### src/rtl/dll_tx_arbiter.sv
// Shares the PIPE TX datapath between replay TLPs, new TLPs and DLLPs; switches owner only at packet boundaries.
// Output registered (1 cycle); readies are combinational and no PIPE backpressure exists.
module dll_tx_arbiter #(
  parameter int PIPE_DATA_WIDTH = 256,
  parameter int DLLP_BURST_MAX  = 4
) (
  input  logic                       sclk,
  input  logic                       srst_n,
  input  logic [1:0]                 dlcm_state_i,
  input  logic                       rpl_valid_i,
  input  logic [PIPE_DATA_WIDTH-1:0] rpl_data_i,
  input  logic                       rpl_sop_i,
  input  logic                       rpl_eop_i,
  output logic                       rpl_ready_o,
  input  logic                       tlp_valid_i,
  input  logic [PIPE_DATA_WIDTH-1:0] tlp_data_i,
  input  logic                       tlp_sop_i,
  input  logic                       tlp_eop_i,
  output logic                       tlp_ready_o,
  input  logic                       dllp_valid_i,
  input  logic [PIPE_DATA_WIDTH-1:0] dllp_data_i,
  output logic                       dllp_ready_o,
  output logic [PIPE_DATA_WIDTH-1:0] pipe_txdata_o,
  output logic                       pipe_txvalid_o,
  output logic [1:0]                 grant_o,
  output logic                       proto_err_o
);

  localparam int               CNT_W     = $clog2(DLLP_BURST_MAX + 1);
  localparam logic [CNT_W-1:0] BURST_MAX = CNT_W'(DLLP_BURST_MAX);

  localparam logic [1:0] GNT_NONE = 2'd0;
  localparam logic [1:0] GNT_DLLP = 2'd1;
  localparam logic [1:0] GNT_RPL  = 2'd2;
  localparam logic [1:0] GNT_TLP  = 2'd3;

  typedef enum logic [1:0] {
    S_IDLE,
    S_LOCK_RPL,
    S_LOCK_TLP
  } state_t;

  state_t                     state_q, state_d;
  logic [CNT_W-1:0]           burst_cnt_q, burst_cnt_d;
  logic [PIPE_DATA_WIDTH-1:0] txdata_q, txdata_d;
  logic                       txvalid_q, txvalid_d;
  logic [1:0]                 grant_q, grant_d;
  logic                       err_q, err_d;

  logic link_active, link_init;
  logic tlp_pend, tlp_sel;
  logic rpl_gnt, tlp_gnt, dllp_gnt;

  assign link_active = (dlcm_state_i == 2'b10);
  assign link_init   = (dlcm_state_i == 2'b01);
  assign tlp_pend    = link_active & (rpl_valid_i | tlp_valid_i);
  // A waiting TLP wins once DLLPs have used up their burst allowance.
  assign tlp_sel     = tlp_pend & ((burst_cnt_q == BURST_MAX) | ~dllp_valid_i);

  always_comb begin
    state_d     = state_q;
    burst_cnt_d = burst_cnt_q;
    txvalid_d   = 1'b0;
    txdata_d    = txdata_q;
    grant_d     = GNT_NONE;
    err_d       = 1'b0;
    rpl_gnt     = 1'b0;
    tlp_gnt     = 1'b0;
    dllp_gnt    = 1'b0;

    case (state_q)
      S_IDLE: begin
        if (link_init) begin
          dllp_gnt = dllp_valid_i;
        end else if (link_active) begin
          if (tlp_sel) begin
            rpl_gnt = rpl_valid_i;
            tlp_gnt = tlp_valid_i & ~rpl_valid_i;
          end else begin
            dllp_gnt = dllp_valid_i;
          end
        end

        if (dllp_gnt && tlp_pend) begin
          if (burst_cnt_q != BURST_MAX) burst_cnt_d = burst_cnt_q + CNT_W'(1);
        end else if (!tlp_pend) begin
          burst_cnt_d = '0;
        end

        if (dllp_gnt) begin
          txvalid_d = 1'b1;
          txdata_d  = dllp_data_i;
          grant_d   = GNT_DLLP;
        end else if (rpl_gnt) begin
          if (rpl_sop_i) begin
            txvalid_d   = 1'b1;
            txdata_d    = rpl_data_i;
            grant_d     = GNT_RPL;
            burst_cnt_d = '0;
            if (!rpl_eop_i) state_d = S_LOCK_RPL;
          end else begin
            err_d = 1'b1;
          end
        end else if (tlp_gnt) begin
          if (tlp_sop_i) begin
            txvalid_d   = 1'b1;
            txdata_d    = tlp_data_i;
            grant_d     = GNT_TLP;
            burst_cnt_d = '0;
            if (!tlp_eop_i) state_d = S_LOCK_TLP;
          end else begin
            err_d = 1'b1;
          end
        end
      end

      S_LOCK_RPL: begin
        rpl_gnt = rpl_valid_i;
        if (rpl_valid_i) begin
          txvalid_d = 1'b1;
          txdata_d  = rpl_data_i;
          grant_d   = GNT_RPL;
          err_d     = rpl_sop_i;
          if (rpl_eop_i) state_d = S_IDLE;
        end
      end

      S_LOCK_TLP: begin
        tlp_gnt = tlp_valid_i;
        if (tlp_valid_i) begin
          txvalid_d = 1'b1;
          txdata_d  = tlp_data_i;
          grant_d   = GNT_TLP;
          err_d     = tlp_sop_i;
          if (tlp_eop_i) state_d = S_IDLE;
        end
      end

      default: state_d = S_IDLE;
    endcase
  end

  always_ff @(posedge sclk) begin
    if (!srst_n) begin
      state_q     <= S_IDLE;
      burst_cnt_q <= '0;
      txdata_q    <= '0;
      txvalid_q   <= 1'b0;
      grant_q     <= GNT_NONE;
      err_q       <= 1'b0;
    end else begin
      state_q     <= state_d;
      burst_cnt_q <= burst_cnt_d;
      txdata_q    <= txdata_d;
      txvalid_q   <= txvalid_d;
      grant_q     <= grant_d;
      err_q       <= err_d;
    end
  end

  assign rpl_ready_o    = rpl_gnt;
  assign tlp_ready_o    = tlp_gnt;
  assign dllp_ready_o   = dllp_gnt;
  assign pipe_txdata_o  = txdata_q;
  assign pipe_txvalid_o = txvalid_q;
  assign grant_o        = grant_q;
  assign proto_err_o    = err_q;

endmodule

### config.mk
export PLATFORM = sky130hd
export DESIGN_NAME = dll_tx_arbiter
export DESIGN_NICKNAME = d
export VERILOG_FILES = /design/src/rtl/dll_tx_arbiter.sv
export SDC_FILE = /design/constraint.sdc
export NUM_CORES = 1
export LEC_CHECK = 0
export BUFFER_PORTS_ARGS = -buffer_cell sky130_fd_sc_hd__buf_2
export CORE_AREA = 2 2 410 412
export CTS_BUF_LIST = sky130_fd_sc_hd__clkbuf_4
export DETAILED_ROUTE_END_ITERATION = 8
export DIE_AREA = 0 0 412 414
export PLACE_DENSITY_LB_ADDON = 0.2
export SETUP_SLACK_MARGIN = 0.02
export SLEW_MARGIN = 20
export SYNTH_ARGS = -nofsm -noshare
export SYNTH_HDL_FRONTEND = slang
export SYNTH_SLANG_ARGS = --single-unit
### constraint.sdc
create_clock -name sclk -period 2 [get_ports sclk]
set_input_delay 0.1 -clock sclk [delete_from_list [all_inputs] [get_ports sclk]]
set_output_delay 0.1 -clock sclk [all_outputs]
set_load 0.005 [all_outputs]
==> results of run 1 <==
## cell families after synthesis
kind of cell | share of synthesized area [%]
and+or+nand+nor | 5.94
adders and majority gates | 0.387
buffers and inverters | 5.69
xor gates and xnor gates | 0.0452
AOI/OAI and AO/OA | 32.4
muxes | 28.2
DFF | 27.4
## cell usage after synthesis (all sizes together), types with 3 or more instances
| cell | instances | share of area, % |
|---|---|---|
| a21boi | 257 | 10 |
| a21oi | 7 | 0.18 |
| a22oi | 258 | 10 |
| buf | 79 | 2.0 |
| clkbuf | 180 | 3.5 |
| dfxtp | 265 | 27 |
| ha | 6 | 0.39 |
| inv | 8 | 0.15 |
| mux2 | 256 | 15 |
| mux2i | 258 | 13 |
| nand2 | 265 | 5.1 |
| nand2b | 4 | 0.13 |
| nand3 | 5 | 0.13 |
| nand3b | 3 | 0.12 |
| nor2 | 5 | 0.097 |
| o21ai | 4 | 0.10 |
| o221ai | 257 | 12 |
## per-stage QoR
step	cells	hold WS, ps	instance area [µm²]	utilization (%)
2_1_floorplan	2138	259	19600	-
3_5_place_dp	5365	438	29100	17.5
3_3_place_gp	5365	427	29100	17.5
==> reports/qor.yml, run 1 <==
outcome:
  outcome: "stopped before the end"
  stop_stage: "4_1_cts"
  tool.error: "[ERROR RSZ-0060] Max buffer count reached."
synth:
  syn_area_per_cell_um2: 9.07
  synth-async-reset-ratio_pct: 0
  syn_area_um2: 19400
  ys_seq_elements: 265
  ys.flop_type: "dfxtp_1"
  synthCells: 2138
  yosysUniqueCellTypes: 41
  synth_edf_count: 0
  yosysWarnings: 0
  synth_nets: 2923
  synth_seq_area_share_pct: 27.4
clocking:
  post_cts_buffers: 69
  clockRootBuffer: "clkbuf_4"
  cts_buffer_depth: 3
  cts_resized: 296
  cts_buffers: 96
  cts_sinks: 265
  htree_levels: 3
  holdBufCountCts: 1130
floorplanning:
  fp-row-count: 150
  start_util_pct: 11.7
  die_w_um: 412
  io_pins: 1042
  dieHeight_um: 414
place:
  dp_hpwl_mm: 109
  io_buffers: 1041
  dp_worst_setup_slack_ps: -440
  place_congestion: 0.947
==> run 2: changes to the inputs <==
Settings changed: CORE_AREA 2 2 410 412 to 2 2 411 413, CTS_BUF_LIST sky130_fd_sc_hd__clkbuf_4 to default, DIE_AREA 0 0 412 414 to 0 0 413 415, PLACE_DENSITY_LB_ADDON 0.2 to 0.15, SETUP_SLACK_MARGIN 0.02 to default.
Clock period 2 ns to 2.6 ns, I/O delays scaled along.
==> run 2 against run 1 <==
- the flow now finishes without violations
- area after synthesis stayed put
- synthesized cell count stayed put
==> reports/qor.yml, run 2 <==
outcome:
  outcome: "finished clean"
setup_path:
  worst-path-max-fanout: 30
  critPathArrivalTime_ps: 2930
  worstSetupPathType: "register to register"
  start_kind: "register"
  cp_data_required_time_ps: 3060
  ff2ff_path_depth: 9
  endpoint_kind: "register"
clocking:
  clk_latency_ps: 630
  cts_buffer_depth: 3
  cts_buffers: 43
  cts_sinks: 265
  htree_levels: 2
  clk_pin_slew_ps: 50
  clockRootBuffer: "clkbuf_16"
  cts_tree: "done"
sta:
  finalHoldViolations: 0
  setup_slack_ps: 128
  fmax_mhz: 405
  slew-limit-headroom_pct: 62.1
  totalNegativeSetupSlack_ps: 0
  min_period_over_period_pct: 95.1
  setup_viol: 0
  finClkSkew_ps: 44.6
  drv_slew: 0
  tightest_slew_ps: 563
  fin_crit_ps: 2470
  grt_setup_unrepaired: "true"
layout:
  largest_reg_flops: 256
  post-route-util_pct: 21.6
  area_delta_synth_final_pct: 86.1
  fin_nets: 4503
  stdcell_count: 5982
  layout-drive-gt1-share_pct: 41.3
  mostFrequentLayoutCell: "buf_2"
  layout_common_cells: "buf_2, dlygate4sd3_1, dfxtp_1"
synth:
  syn_area_per_cell_um2: 9.07
  yosysUniqueCellTypes: 41
  synth_edf_count: 0
  synth-async-reset-ratio_pct: 0
  synthTopCellsByArea: "dfxtp_1, mux2_2, mux2i_1"
  synth_top_cell_by_area: "dfxtp_1"
  ys_seq_elements: 265
  synthCells: 2138
  synth_commonest_cells: "dfxtp_1, nand2_1, a22oi_1, mux2i_1"
  ys.flop_type: "dfxtp_1"
  synth_nets: 2923
  synth_most_common_cell: "dfxtp_1"
  syn_area_um2: 19400
  synth_seq_area_share_pct: 27.4
  yosysWarnings: 0
  synthDominantCellAreaShare_pct: 27.4
place:
  io_buffers: 1041
  dp_worst_setup_slack_ps: 35.2
  dp_cells: 5260
  dp_hpwl_mm: 104
  place_congestion: 0.866
route:
  drt_iter0_drc: 1148
  avgViaCountPerCell: 4.14
  wl_per_cell_um: 23.5
  first_pass_iters: 5
  totalWireLength_mm: 141
  ant_nets: 0
  vias: 24786
  drc: 0
floorplanning:
  dieHeight_um: 415
  core_area_um2: 167000
  io_pins: 1042
  die_w_um: 413
  fp-row-count: 150
  dieArea_um2: 171000
  start_util_pct: 11.6
pwr:
  power.density_nw_per_um2: 466
  total_power_w: 0.0168
  vdd_drop_max_mv: 0.342
  p_leak_nw: 15.4
global_route:
  antenna_found_initial: 64
  grt_pass1_vias: 25828
  grt_pass1_wl_mm: 191
  grt_overflow: 0
  grt_use_total_pct: 15.2
  grt_max_degree: 70
hold_path:
  hold_path_class: "primary input to register"
  whs_path_depth: 4
job:
  drv_cap: 0
[run 2: cell counts after synthesis]
Identical to the previous run, type by type.
[run 2: cell type report]
class | instances | area (µm²)
clock inverters | 20 | 241
multi-input cells | 1606 | 13100
repair buffers | 1794 | 13300
well taps | 2204 | 2760
fillers | 18517 | 131000
flip-flops and latches | 265 | 5310
clock buffers | 57 | 1210
diodes | 28 | 70.1
inverters | 8 | 30.0
[run 2: timing repair]
| action | CTS | global route |
|---|---|---|
| pin swaps | 0 | 4 |
| endpoints found under the setup margin | 2 | 121 |
| endpoints found under the hold margin | 258 | 0 |
| gates resized for setup | 2 | 37 |
| cloned | 0 | 10 |
| hold buffers | 592 | 0 |
| setup buffers | 0 | 15 |
[run 2: cell families (layout without fill, tap and decap cells)]
kind of cell / after synthesis / in the layout / share of synthesized area (%)
adder cells (fa/ha/maj): 6 / 6 / 0.387
other: 0 / 28 / 0
AND/OR/NAND/NOR: 291 / 291 / 5.94
XOR/XNOR: 1 / 1 / 0.0452
flip-flops: 265 / 265 / 27.4
multiplexers: 514 / 514 / 28.2
buffers and inverters: 267 / 1879 / 5.69
AO/OA/AOI/OAI: 794 / 794 / 32.4
[run 2: per-layer routing]
metal / vias up / share of wire [%] / GRT usage [%]
met1: 12085 / 43 / 18.5
met4: 12 / 2.6 / 3.88
met3: 196 / 6.0 / 3.47
met2: 912 / 49 / 26.4
met5: - / 0.055 / 0
li1: 11581 / - / -
[run 2: final timing paths]
kind | from | to | slack (ps)
worst max-delay path | burst_cnt_q[0]$_SDFFE_PN0P_ | pipe_txdata_o[185]$_SDFFE_PN0P_ | 130
worst min-delay path | dllp_data_i[174] | pipe_txdata_o[174]$_SDFFE_PN0P_ | 40
worst max register to register | burst_cnt_q[0]$_SDFFE_PN0P_ | pipe_txdata_o[185]$_SDFFE_PN0P_ | 130
worst min register to register | pipe_txdata_o[195]$_SDFFE_PN0P_ | pipe_txdata_o[195]$_SDFFE_PN0P_ | 450
[run 2: report_power, final]
part	internal (W)	switching, W
sequential	0.00456	0.000299
combinational	0.00283	0.00287
clock	0.00375	0.00248
[run 2: metrics by stage]
step | hold slack [ps] | instance area [µm²]
2_1_floorplan | 289 | 19400
3_3_place_gp | 443 | 28000
3_5_place_dp | 448 | 28000
4_1_cts | 0.267 | 35400
5_1_grt | 9.33 | 36000
6_report | 39.6 | 36100
[run 2: critical path, stage by stage (launching register included)]
cell      delay [ps]
dfxtp_1          320
inv_1             80
ha_1             170
nand2_2           90
a211oi_4         400
buf_12           250
buf_16           230
mux2_2           350
o221ai_1         290
mux2i_1          120
(Power assumes the default switching activity.)
==> run 3: changes to the inputs <==
Settings changed: CORE_AREA 2 2 411 413 to 2 2 409 411, DIE_AREA 0 0 413 415 to 0 0 411 413.
==> run 3 against run 2 <==
- sequential power about the same
- non-clock buffer count fell by 147
- setup slack improved by 3.5 ps
- register-to-register slack about the same
- global-route usage shrank 0.25 points
- die area fell by 0.96%
- clock power down 7.9%
- hold slack better by 10 ps
- sequential share of layout area rose by 0.94 points
- via count shrank 2.5%
- critical path type unchanged
- critical endpoint is now pipe_txdata_o[197]$_SDFFE_PN0P_
- largest cell class is now multi-input combinational cells
==> reports/qor.yml, run 3 (synthesis results as in run 2) <==
global_route:
  grt_use_total_pct: 14.9
  antenna_found_initial: 62
  grt_max_degree: 81
  grt_overflow: 0
  grt_pass1_wl_mm: 185
  grt_pass1_vias: 24606
layout:
  largest_reg_flops: 256
  fin_nets: 4354
  layout_common_cells: "buf_2, dlygate4sd3_1, dfxtp_1"
  layout-drive-gt1-share_pct: 43.0
  fill_cells: 18650
  area_delta_synth_final_pct: 74.8
  mostFrequentLayoutCell: "buf_2"
  postLayoutCellArea_um2: 33900
setup_path:
  start_kind: "register"
  ff2ff_path_depth: 11
  critPathArrivalTime_ps: 2950
  crit_path_max_incr_delay_ps: 330
  cp_data_required_time_ps: 3080
  endpoint_kind: "register"
  cp_cell_sequence: "inv_1, ha_1, nand2_2, a211oi_4, buf_12, buf_12, buf_4, mux2_2, o221ai_1, buf_4, mux2i_1"
  worst-path-max-fanout: 17
  slowest_stage: "mux2_2"
  worstSetupPathType: "register to register"
place:
  dp_hpwl_mm: 104
  dpl_cell_area_um2: 28300
  place_congestion: 0.853
  io_buffers: 1041
pwr:
  vdd_drop_max_mv: 0.324
  p_leak_nw: 14.6
  power.density_nw_per_um2: 471
floorplanning:
  die_w_um: 411
  dieHeight_um: 413
  fp-row-count: 150
  start_util_pct: 11.7
  io_pins: 1042
  dieArea_um2: 170000
  core_area_um2: 166000
clocking:
  cts_sinks: 265
  clk_latency_ps: 600
  cts_buffer_depth: 3
  clk_pin_slew_ps: 60
  cts_tree: "done"
  cts_buffers: 41
  post_cts_buffers: 0
  clockRootBuffer: "clkbuf_16"
  htree_levels: 2
route:
  vias: 24156
  avgViaCountPerCell: 4.15
  drc: 0
  first_pass_iters: 5
  totalWireLength_mm: 135
  wl_per_cell_um: 23.1
  ant_nets: 0
  drt_iter0_drc: 1131
sta:
  totalNegativeSetupSlack_ps: 0
  fmax_mhz: 405
  slew-limit-headroom_pct: 57.9
  finalHoldViolations: 0
  setup_viol: 0
  drv_slew: 0
  min_period_over_period_pct: 94.9
  fin_crit_ps: 2470
  finClkSkew_ps: 23.8
  grt_setup_unrepaired: "false"
  tightest_slew_ps: 632
job:
  drv_cap: 0
hold_path:
  whs_path_depth: 3
  hold_path_class: "primary input to register"
outcome:
  outcome: "finished clean"
## run 3: cell count changes in the layout (fill, tap and decap cells not counted), moves of 5 or more
cell,change
o221ai_2,-15
buf_4,+50
o221ai_1,+15
dlygate4sd3_1,-172
buf_16,-9
buf_6,-5
diode_2,-6
clkinv_2,-5
clkbuf_16,-12
## run 3: path summary, 6_finish.rpt
kind                                       start                               to  slack [ps]
setup / recovery     burst_cnt_q[0]$_SDFFE_PN0P_  pipe_txdata_o[197]$_SDFFE_PN0P_         130
hold / removal                   dllp_data_i[11]   pipe_txdata_o[11]$_SDFFE_PN0P_          50
setup reg to reg     burst_cnt_q[0]$_SDFFE_PN0P_  pipe_txdata_o[197]$_SDFFE_PN0P_         130
hold reg to reg   pipe_txdata_o[66]$_SDFFE_PN0P_   pipe_txdata_o[66]$_SDFFE_PN0P_         450
## run 3: layout make-up
class,instances,area (µm²),area share [%]
Timing Repair Buffer,1647,11400,33.6
Tap cell,2204,2760,8.14
Clock buffer,58,1190,3.51
Sequential cell,265,5310,15.7
Inverter,8,30.0,0.0886
Antenna cell,22,55.1,0.162
Clock inverter,9,123,0.362
Multi-Input combinational cell,1606,13000,38.5
## run 3: critical path: cells and delay by family (launching register included)
family	cells	cell delay (ps)
AOI/OAI and AO/OA	2	550
buffers and inverters	5	830
DFF	1	320
and+or+nand+nor	1	100
adders and majority gates	1	170
muxes	2	390
## run 3: power by group
part,total [W],internal (W),switching (W)
Combinational,0.00535,0.00259,0.00277
Sequential,0.00486,0.00456,0.000299
Clock,0.00575,0.00344,0.00231
## run 3: repair_timing
action,CTS,global route
hold buffers,420,0
setup endpoints to repair,1,3
pin swaps,1,0
endpoints found under the hold margin,247,0
resized for setup,3,3
## run 3: layer usage
metal | routed length (µm) | GRT usage (%) | share of wire (%) | up-vias
li1 | - | - | - | 11262
met2 | 65600 | 26.0 | 49 | 859
met4 | 3080 | 3.37 | 2.3 | 16
met1 | 57600 | 18.4 | 43 | 11835
met3 | 8220 | 3.44 | 6.1 | 184
met5 | 106 | 0 | 0.079 | -
## run 3: metrics by stage
step                setup slack (ps)  cells  power (W)  util, %  hold slack [ps]
detailed placement              68.0   5311    0.00980     17.1              448
floorplan                        449   2138    0.00704        -              289
global placement                14.8   5311    0.00983     17.1              443
global route                    4.26   5808     0.0168     20.4             24.9
CTS                             7.36   5798     0.0164     20.4            0.162
finish                           132   5819     0.0160     20.4             49.8
